### config.mk
export PLATFORM = sky130hd
export DESIGN_NAME = vid_tim_det
export DESIGN_NICKNAME = d
export VERILOG_FILES = /design/src/rtl/vid_tim_det.sv
export SDC_FILE = /design/constraint.sdc
export NUM_CORES = 1
export LEC_CHECK = 0
export BUFFER_PORTS_ARGS = -buffer_cell sky130_fd_sc_hd__buf_2
export CAP_MARGIN = 30
export CORE_MARGIN = 3
export CORE_UTILIZATION = 28
export DETAILED_ROUTE_END_ITERATION = 7
export GPL_ROUTABILITY_DRIVEN = 0
export PLACE_DENSITY = 0.55
export SETUP_SLACK_MARGIN = 0.5
export SLEW_MARGIN = 20
export SYNTH_ARGS = -nofsm -noshare
export SYNTH_HDL_FRONTEND = slang
export SYNTH_SLANG_ARGS = --single-unit
### constraint.sdc
create_clock -name clk -period 5.5 [get_ports clk]
set_input_delay 0 -clock clk [delete_from_list [all_inputs] [get_ports clk]]
set_output_delay 0 -clock clk [all_outputs]
set_load 0.01 [all_outputs]
### src/rtl/vid_tim_det.sv
// -----------------------------------------------------------------------------
// vid_tim_det
//
// Timing detector for the trigger-driven video timing generator. Samples an
// incoming hsync/vsync/daten triplet and measures hsync pulse width, line
// period, active (daten) length and lines per frame. Widths and periods are
// reported as "count minus one", the same encoding the generator uses for its
// Thsync/Thlen registers, so readings compare directly against programmed
// values. Lock is raised once consecutive lines match; mismatches and missing
// hsync are flagged.
//
// Ports:
//   clk          system clock
//   rst          synchronous active-high reset
//   ena          clock enable; sampling and counting advance only when 1
//   hsync_in     incoming line sync, active high
//   vsync_in     incoming frame sync, active high
//   daten_in     incoming data enable
//   meas_hsync   hsync high samples minus 1 (saturating)
//   meas_hlen    hsync rise-to-rise samples minus 1
//   meas_active  daten-high samples in the previous line
//   meas_vlines  hsync rises between consecutive vsync rises
//   meas_vld     1-clk pulse: meas_hsync/hlen/active updated
//   frame_start  1-clk pulse: vsync rise seen, meas_vlines updated
//   lock         level: line timing stable
//   err          1-clk pulse: line measurement mismatch while tracking
//   timeout      level: no hsync rise within 2^LEN_W-1 samples
// -----------------------------------------------------------------------------
module vid_tim_det #(
    parameter int HW_W     = 8,
    parameter int LEN_W    = 16,
    parameter int LINE_W   = 12,
    parameter int LOCK_CNT = 2
) (
    input  logic              clk,
    input  logic              rst,
    input  logic              ena,
    input  logic              hsync_in,
    input  logic              vsync_in,
    input  logic              daten_in,
    output logic [HW_W-1:0]   meas_hsync,
    output logic [LEN_W-1:0]  meas_hlen,
    output logic [LEN_W-1:0]  meas_active,
    output logic [LINE_W-1:0] meas_vlines,
    output logic              meas_vld,
    output logic              frame_start,
    output logic              lock,
    output logic              err,
    output logic              timeout
);

    localparam logic [LEN_W-1:0]  LEN_MAX  = '1;
    localparam logic [LEN_W-1:0]  LEN_ONE  = LEN_W'(1);
    localparam logic [LEN_W-1:0]  LEN_LAST = LEN_MAX - LEN_ONE;
    localparam logic [HW_W-1:0]   HW_MAX   = '1;
    localparam logic [HW_W-1:0]   HW_ONE   = HW_W'(1);
    localparam logic [LINE_W-1:0] LINE_MAX = '1;
    localparam logic [LINE_W-1:0] LINE_ONE = LINE_W'(1);
    localparam logic [3:0]        LOCK_TGT = 4'(LOCK_CNT);

    typedef enum logic [1:0] {
        ST_SEARCH = 2'd0,
        ST_FIRST  = 2'd1,
        ST_TRACK  = 2'd2
    } state_t;

    // -------------------------------------------------------------------------
    // Input sampling. Bit 0 = hsync, bit 1 = vsync; both need edge detection,
    // so each keeps a current and previous sample.
    // -------------------------------------------------------------------------
    logic [1:0] sync_pin;
    logic [1:0] sync_cur;
    logic [1:0] sync_prev;

    assign sync_pin = {vsync_in, hsync_in};

    generate
        for (genvar gi = 0; gi < 2; gi++) begin : g_sync
            logic cur_reg;
            logic prev_reg;

            always_ff @(posedge clk) begin
                if (rst) begin
                    cur_reg  <= 1'b0;
                    prev_reg <= 1'b0;
                end else if (ena) begin
                    prev_reg <= cur_reg;
                    cur_reg  <= sync_pin[gi];
                end
            end

            assign sync_cur[gi]  = cur_reg;
            assign sync_prev[gi] = prev_reg;
        end
    endgenerate

    logic daten_cur_reg;

    always_ff @(posedge clk) begin
        if (rst) begin
            daten_cur_reg <= 1'b0;
        end else if (ena) begin
            daten_cur_reg <= daten_in;
        end
    end

    logic hs_cur;
    logic hs_rise;
    logic hs_fall;
    logic vs_rise;

    assign hs_cur  = sync_cur[0];
    assign hs_rise = sync_cur[0] & ~sync_prev[0];
    assign hs_fall = ~sync_cur[0] & sync_prev[0];
    assign vs_rise = sync_cur[1] & ~sync_prev[1];

    // -------------------------------------------------------------------------
    // Measurement state
    // -------------------------------------------------------------------------
    state_t              state_reg;
    logic [LEN_W-1:0]    cnt_per_reg;
    logic [HW_W-1:0]     cnt_hi_reg;
    logic [LEN_W-1:0]    cnt_act_reg;
    logic [HW_W-1:0]     hs_w_reg;
    logic [LEN_W-1:0]    ref_hlen_reg;
    logic [HW_W-1:0]     ref_hsync_reg;
    logic [3:0]          match_cnt_reg;
    logic [LINE_W-1:0]   line_cnt_reg;

    logic [3:0] match_next;
    logic       line_match;
    logic       line_done;
    logic       per_expire;

    // Saturating match counter; lock follows the value being written so that
    // the line which makes match_cnt reach LOCK_CNT is the one that locks.
    assign match_next = (match_cnt_reg == LOCK_TGT) ? match_cnt_reg
                                                    : match_cnt_reg + 4'd1;
    assign line_match = (cnt_per_reg == ref_hlen_reg) && (hs_w_reg == ref_hsync_reg);
    // A completed line is only reported once a reference rise has been seen.
    assign line_done  = hs_rise && (state_reg != ST_SEARCH);
    // Fires on the sample where cnt_per steps onto all-ones.
    assign per_expire = !hs_rise && (cnt_per_reg == LEN_LAST);

    always_ff @(posedge clk) begin
        if (rst) begin
            state_reg     <= ST_SEARCH;
            cnt_per_reg   <= '0;
            cnt_hi_reg    <= '0;
            cnt_act_reg   <= '0;
            hs_w_reg      <= '0;
            ref_hlen_reg  <= '0;
            ref_hsync_reg <= '0;
            match_cnt_reg <= '0;
            line_cnt_reg  <= '0;
            meas_hsync    <= '0;
            meas_hlen     <= '0;
            meas_active   <= '0;
            meas_vlines   <= '0;
            meas_vld      <= 1'b0;
            frame_start   <= 1'b0;
            lock          <= 1'b0;
            err           <= 1'b0;
            timeout       <= 1'b0;
        end else begin
            meas_vld    <= 1'b0;
            frame_start <= 1'b0;
            err         <= 1'b0;

            if (ena) begin
                // Per-line counters restart on the rise sample itself; a daten
                // sample coinciding with the rise belongs to the new line.
                if (hs_rise) begin
                    cnt_per_reg <= '0;
                    cnt_hi_reg  <= '0;
                    cnt_act_reg <= daten_cur_reg ? LEN_ONE : '0;
                end else begin
                    if (cnt_per_reg != LEN_MAX) begin
                        cnt_per_reg <= cnt_per_reg + LEN_ONE;
                    end
                    if (hs_cur && (cnt_hi_reg != HW_MAX)) begin
                        cnt_hi_reg <= cnt_hi_reg + HW_ONE;
                    end
                    if (daten_cur_reg && (cnt_act_reg != LEN_MAX)) begin
                        cnt_act_reg <= cnt_act_reg + LEN_ONE;
                    end
                end

                if (hs_fall) begin
                    hs_w_reg <= cnt_hi_reg;
                end

                // Frame counting. A line whose hsync rise coincides with the
                // vsync rise is the first line of the new frame.
                if (vs_rise) begin
                    meas_vlines  <= line_cnt_reg;
                    frame_start  <= 1'b1;
                    line_cnt_reg <= hs_rise ? LINE_ONE : '0;
                end else if (hs_rise && (line_cnt_reg != LINE_MAX)) begin
                    line_cnt_reg <= line_cnt_reg + LINE_ONE;
                end

                if (line_done) begin
                    meas_hlen   <= cnt_per_reg;
                    meas_hsync  <= hs_w_reg;
                    meas_active <= cnt_act_reg;
                    meas_vld    <= 1'b1;
                end

                if (hs_rise) begin
                    timeout <= 1'b0;
                end

                case (state_reg)
                    ST_SEARCH: begin
                        if (hs_rise) begin
                            state_reg <= ST_FIRST;
                        end
                    end
                    ST_FIRST: begin
                        if (hs_rise) begin
                            ref_hlen_reg  <= cnt_per_reg;
                            ref_hsync_reg <= hs_w_reg;
                            match_cnt_reg <= '0;
                            state_reg     <= ST_TRACK;
                        end else if (per_expire) begin
                            timeout   <= 1'b1;
                            lock      <= 1'b0;
                            state_reg <= ST_SEARCH;
                        end
                    end
                    ST_TRACK: begin
                        if (hs_rise) begin
                            if (line_match) begin
                                match_cnt_reg <= match_next;
                                if (match_next == LOCK_TGT) begin
                                    lock <= 1'b1;
                                end
                            end else begin
                                // Re-seed the reference from the new timing.
                                err           <= 1'b1;
                                lock          <= 1'b0;
                                ref_hlen_reg  <= cnt_per_reg;
                                ref_hsync_reg <= hs_w_reg;
                                match_cnt_reg <= '0;
                            end
                        end else if (per_expire) begin
                            timeout   <= 1'b1;
                            lock      <= 1'b0;
                            state_reg <= ST_SEARCH;
                        end
                    end
                    default: begin
                        state_reg <= ST_SEARCH;
                    end
                endcase
            end
        end
    end

endmodule
# Word level (Yosys, flattened, before mapping)
# Index checks and enable logic that the tools add are counted.
[word_totals] ff_bits=152 elab_cells=124 output_inout_bits=57 inputBits=6
[op_classes] muxes=41 add_sub_neg=5 n_eq_ne=18 bitwise_logic=9 n_reduce_logical=28
[ops] cell="16-bit 2-to-1 mux" count=7
[ops] cell="8-bit 2-to-1 mux" count=5
[ops] cell="16-bit by 1-bit adder with 16-bit output, second input constant" count=2
[ops] cell="16-bit != test, second input constant" count=2
[ops] cell="16-bit one-hot mux with 2 select lines" count=1
[ops] cell="12-bit 2-to-1 mux" count=2
[ops] cell="16-bit == test" count=1
[ops] cell="16-bit == test, second input constant" count=1
[ops] cell="4-bit 2-to-1 mux" count=4
[ops] cell="8-bit one-hot mux with 2 select lines" count=1
[ops] cell="1-bit 2-to-1 mux" count=14
[ops] cell="2-bit AND reduction" count=7
[ops] cell="12-bit by 1-bit adder with 12-bit output, second input constant" count=1
[ops] cell="12-bit != test, second input constant" count=1
[ops] cell="2-bit != test, second input constant" count=6
[ops] cell="2-bit nonzero test" count=6
[ops] cell="8-bit by 1-bit adder with 8-bit output, second input constant" count=1
[ops] cell="4-bit by 2-bit == test with 1-bit output, second input constant" count=2
[ops] cell="8-bit == test" count=1
[ops] cell="2-bit 2-to-1 mux" count=4
[ops] cell="8-bit != test, second input constant" count=1
[ops] cell="4-bit one-hot mux with 2 select lines" count=1
[ops] cell="4-bit AND reduction" count=2
[ops] cell="1-bit logical AND" count=6
[ops] cell="14 further kinds" count=22

# Depth between registers and ports, before layout
[depth] depth_word=7 depth_mapped=8 ltp_nobuf=7

# Worst setup path after synthesis
# OpenSTA, ideal clock, no wires.
[synth_timing] kind="register to register" startpoint="reg line_cnt_reg[0]" endpoint="reg line_cnt_reg[0]" synth_period_minus_slack_ns=1.955 t_arrival_ns=1.823 required_time_ns=5.368 slack_ns=3.545 setup_ns=0.132 stages_incl_launch_ff=8 path_buffers=1 cell_sequence="dfxtp_1 > ha_1 > nand4_2 > or4_4 > a21oi_2 > buf_6 > mux2i_1 > a21oi_1"
[synth_between] elab_chain_len=4 word_cells_on_any_way=7 classes_between="1 x add/sub; 1 x eq/ne; 2 x mux; 3 x reduce/logical"
[synth_lines] element="start: declaration" line_no="128" rtl="logic [LINE_W-1:0] line_cnt_reg;"
[synth_lines] element="start signal: assignment" line_no="198" rtl="line_cnt_reg <= hs_rise ? LINE_ONE : '0;"
[synth_lines] element="start signal: assignment" line_no="200" rtl="line_cnt_reg <= line_cnt_reg + LINE_ONE;"
[synth_lines] element="parallel branches: the longest is 4 deep, another holds 12-bit by 1-bit adder with 12-bit output"
# Parallel ways; which one is timed is not known. The select of a mux whose other input is x is not followed.
# A chain may end at the register's enable or synchronous reset.

# Final worst setup path
[layout_timing] startpoint="reg cnt_per_reg[2]" endpoint="reg match_cnt_reg[1]"
[layout_between] elab_chain_len=5
[layout_lines] element="start: declaration" line_no="121" rtl="logic [LEN_W-1:0] cnt_per_reg;"
[layout_lines] element="start signal: assignment" line_no="179" rtl="cnt_per_reg <= cnt_per_reg + LEN_ONE;"
[layout_lines] element="16-bit == test" line_no="139" rtl="assign line_match = (cnt_per_reg == ref_hlen_reg) && (hs_w_reg == ref_hsync_reg);"
[layout_lines] element="1-bit logical AND" line_no="139"
[layout_lines] element="4-bit 2-to-1 mux" line_no="234" rtl="if (line_match) begin"
[layout_lines] element="4-bit 2-to-1 mux" line_no="233" rtl="if (hs_rise) begin"
[layout_lines] element="4-bit one-hot mux with 2 select lines" line_no="214" rtl="case (state_reg)"
[layout_lines] element="end signal: assignment" line_no="235" rtl="match_cnt_reg <= match_next;"
[layout_lines] element="end: declaration" line_no="127" rtl="logic [3:0] match_cnt_reg;"
# Every way passes these cells. The select of a mux whose other input is x is not followed.

==> results.txt <==
The run finished with clean final reports. The number of flip-flops and latches in the synthesized netlist is 152. The number of max-slew violations in the final report came out at 0. In the final layout, the share of cells above drive strength 1 is 13.5%. The final layout contains 878 nets. Global routing used 16.9% of the available met1 tracks. Synthesis instantiated 61 different standard cells from the library. The final wirelength came out at 16,900 um. The die height is 163 um. The die width came out at 163 um. The initial antenna violation count was 0. By startpoint and endpoint, the worst setup path is classified as flip-flop to flip-flop. The worst max-slew margin expressed relative to the limit is 40.8%. For the worst-skew pair, the clock arrives at the later sink with an insertion delay of 0.44 ns. The post-cts resize count is 0. The setup clock skew after layout is 0.0306 ns. Once placement finished, the instance area stood at 7390 um2. The post-synthesis share of cell area spent on full adders, half adders and majority gates came out at 2.00%.

The combined global-route utilization of all metal layers is 13.0%. The maximum clock frequency is 434 MHz. The synthesized netlist devotes 13.3% of its cell area to compound gates. Once detail routing completed, the nets flagged for antenna violations numbered 0. The finished layout holds 1,193 standard cells, fillers aside. 0 antenna diodes ended up in the layout. The worst supply voltage drop on vdd is 156 uV. The synthesized netlist devotes 23.4% of its cell area to simple gates. By count the netlist is led by sky130_fd_sc_hd__nand2_1, sky130_fd_sc_hd__dfxtp_1, sky130_fd_sc_hd__a21oi_1. The clock sink count is 152.

The deepest clock path buffer count came out at 2. The required time at the endpoint of the critical path is 5.83 ns. The tightest min-delay check is of the primary input to flip-flop type. The number of global-route vias before repair came out at 5,423.

The critical path goes through xnor2_1, nand4_1, nor4_2, a31oi_4, buf_4, a2111oi_2. The global routing stage identified its most utilized layer as met2. The fraction of synthesized cell area in xor and xnor cells came out at 6.37%. The floorplan die area is 26,500 um2. In the post-synthesis netlist, the cell with the most instances is sky130_fd_sc_hd__nand2_1.

STA classifies the critical path startpoint as a flip-flop. The total congestion overflow after global routing came out at 0. The data arrival time of the critical path came out at 2.63 ns. The initial detailed-routing violation count is 367. Pin placement for this block handled 63 I/O pins.

Among all stages on the critical path, the largest delay is contributed by sky130_fd_sc_hd__dfxtp_1. The row count is 56. In the global route stage, met2 resource usage came out at 21.6%.

The number of setup buffers added after CTS is 0. In the synthesized netlist the dominant register cell turns out to be sky130_fd_sc_hd__dfxtp_1. The accumulated negative setup slack came out at 0 ns. The slew at the pin closest to its max-slew limit came out at 0.881 ns. Of all flip-flops after synthesis, the portion carrying an async set or reset was 0%. The clock-pin transition on the worst setup and hold timing paths came out at 0.06 ns. Summed over all cells, the static leakage comes to 2.82 nW. The number of buffers created by CTS is 17. The synthesized netlist net count came out at 842.

The share of synthesized area in the top cell type comes to 44.3%. The synthesized instance count is 825. The portion of netlist area occupied by mux cells is 5.99%.

The shortest period the worst path allows is 2.30 ns. The layout overhead on the synthesized area came out at 17.2%. The first TritonRoute pass finished after 4 iterations. TritonCTS built the clock tree.

The maximum fanout encountered on the critical timing path is 28. The final clock period utilization by the worst path came out at 41.9%. The met3 global-route usage is 3.03%. After synthesis, the largest family of logic cells by area is simple AND/OR/NAND/NOR gates.

CTS placed an instance of sky130_fd_sc_hd__clkbuf_16 at the clock tree root. Counting tap cells, the placed design contains a total of 1,155 instances. Setup repair after global routing left no endpoint under its margin. Final hold analysis gives a worst-case slack of 0.0323 ns.

The initial standard-cell utilization of the core is 28.8%. The library cell occupying the most area in the post-synthesis netlist is sky130_fd_sc_hd__dfxtp_1. The delay of the slowest critical-path stage is 0.56 ns. The count of yosys warnings during synthesis came out at 0. The routed via count came out at 5,656. For this design, the CTS-stage hold fixing added 3 buffers. The floorplan core area is 23,800 um2. The worst setup path is captured at a flip-flop.

The power per cell area came out at 294 nW/um2. The proportion of synthesized chip area in sequential cells came out at 44.3%. The mean number of vias per cell is 4.74. Yosys attributes the largest share of cell area to sky130_fd_sc_hd__dfxtp_1, sky130_fd_sc_hd__nand2_1, sky130_fd_sc_hd__a21oi_1, sky130_fd_sc_hd__mux2i_1, sky130_fd_sc_hd__xnor2_1. The DRC violations left came out at 0. The clock tree synthesis step divided the H-tree into 4 levels. After filler insertion, the fill cell instance count of the layout stands at 2,545.

The max-capacitance violation count came out at 0. Yosys mapped a number of flops with a built-in enable equal to 0. The combined area of all synthesized cells came out at 6870 um2. The pin count of the biggest net entering global routing came out at 91. The number of port buffers is 62. Setup violations remaining at the end of the flow were counted as 0. Dividing the detail-routed wire length by the instance count gives 14.2 um. The final-report hold violation count came out at 0. The per-instance average area after synthesis came out at 8.33 um2. The final standard cell area without fillers is 8060 um2.

The first global-routing pass estimated 27,700 um of wire. The HPWL after detailed placement came out at 11,400 um.
-- critical path, delay by kind of cell (launching register included) --
kind | cells | cell delay (ns)
flops | 1 | 0.56
simple gates | 2 | 0.68
xor+xnor | 1 | 0.17
buf+inv | 1 | 0.30
compound gates | 2 | 0.50
-- cells in the final DEF, fill, tap and decap left out, types with 3 or more instances in the layout --
cell type / instances
sky130_fd_sc_hd__o211ai_1: 5
sky130_fd_sc_hd__clkbuf_16: 17
sky130_fd_sc_hd__o2111ai_1: 5
sky130_fd_sc_hd__nand3_1: 25
sky130_fd_sc_hd__nand4_1: 16
sky130_fd_sc_hd__nor2_1: 55
sky130_fd_sc_hd__or4_1: 9
sky130_fd_sc_hd__inv_6: 7
sky130_fd_sc_hd__dfxtp_1: 152
sky130_fd_sc_hd__buf_4: 4
sky130_fd_sc_hd__inv_1: 14
sky130_fd_sc_hd__o21ai_0: 14
sky130_fd_sc_hd__and3_1: 9
sky130_fd_sc_hd__a21oi_1: 85
sky130_fd_sc_hd__buf_2: 63
sky130_fd_sc_hd__nor3_1: 10
sky130_fd_sc_hd__or3_1: 9
sky130_fd_sc_hd__clkinv_4: 3
sky130_fd_sc_hd__xnor2_1: 43
sky130_fd_sc_hd__mux2i_1: 40
sky130_fd_sc_hd__dlygate4sd3_1: 4
sky130_fd_sc_hd__o31ai_1: 8
sky130_fd_sc_hd__a31oi_1: 9
sky130_fd_sc_hd__nand2_1: 187
sky130_fd_sc_hd__a211oi_1: 6
sky130_fd_sc_hd__ha_1: 11
sky130_fd_sc_hd__and4_1: 5
sky130_fd_sc_hd__xor2_1: 7
-- cell type report --
cell class              instances  area, um2  area share [%]
multi-input cells             601       3530            43.8
flip-flops and latches        152       3040            37.8
repair buffers                 74        455            5.65
clock buffers                  18        439            5.45
well taps                     319        399            4.95
clock inverters                14        135            1.68
inverters                      15       56.3           0.699
-- final timing paths --
path / from / to / slack, ns / cells past startpoint
min: ena / line_cnt_reg[0] / 0.03 / 3
min reg2reg: meas_active[6] / meas_active[6] / 0.45 / 2
max reg2reg: cnt_per_reg[2] / match_cnt_reg[1] / 3.20 / 6
max: cnt_per_reg[2] / match_cnt_reg[1] / 3.20 / 6
-- power breakdown --
group | switching (mW) | leakage (nW) | internal [mW] | total (mW)
Clock | 0.500 | 0.283 | 0.645 | 1.14
Sequential | 0.0119 | 1.23 | 1.11 | 1.12
Combinational | 0.0699 | 1.31 | 0.0348 | 0.105
Total | 0.581 | 2.82 | 1.79 | 2.37
-- per-layer routing --
layer / part of all wire, % / up-vias
li1: - / 2916
met1: 48 / 2663
met2: 48 / 75
met3: 2.7 / 2
met4: 0.46 / 0
met5: 0 / -
-- cell families after synthesis --
kind of cell,Yosys count
flip-flops,152
multiplexers,41
XOR/XNOR,50
adder cells (fa/ha/maj),11
buffers and inverters,72
AO/OA/AOI/OAI,149
AND/OR/NAND/NOR,350
-- through the flow --
step                setup WS [ns]  util [%]  power (mW)
CTS                          3.09      33.5        2.40
detailed placement           3.11      31.0        1.24
global placement             2.97      30.9        1.24
finish                       3.20      33.8        2.37
floorplan                    3.54         -        1.22
global route                 2.96      33.8        2.46
Note: power is estimated with default switching activity, not from simulation.
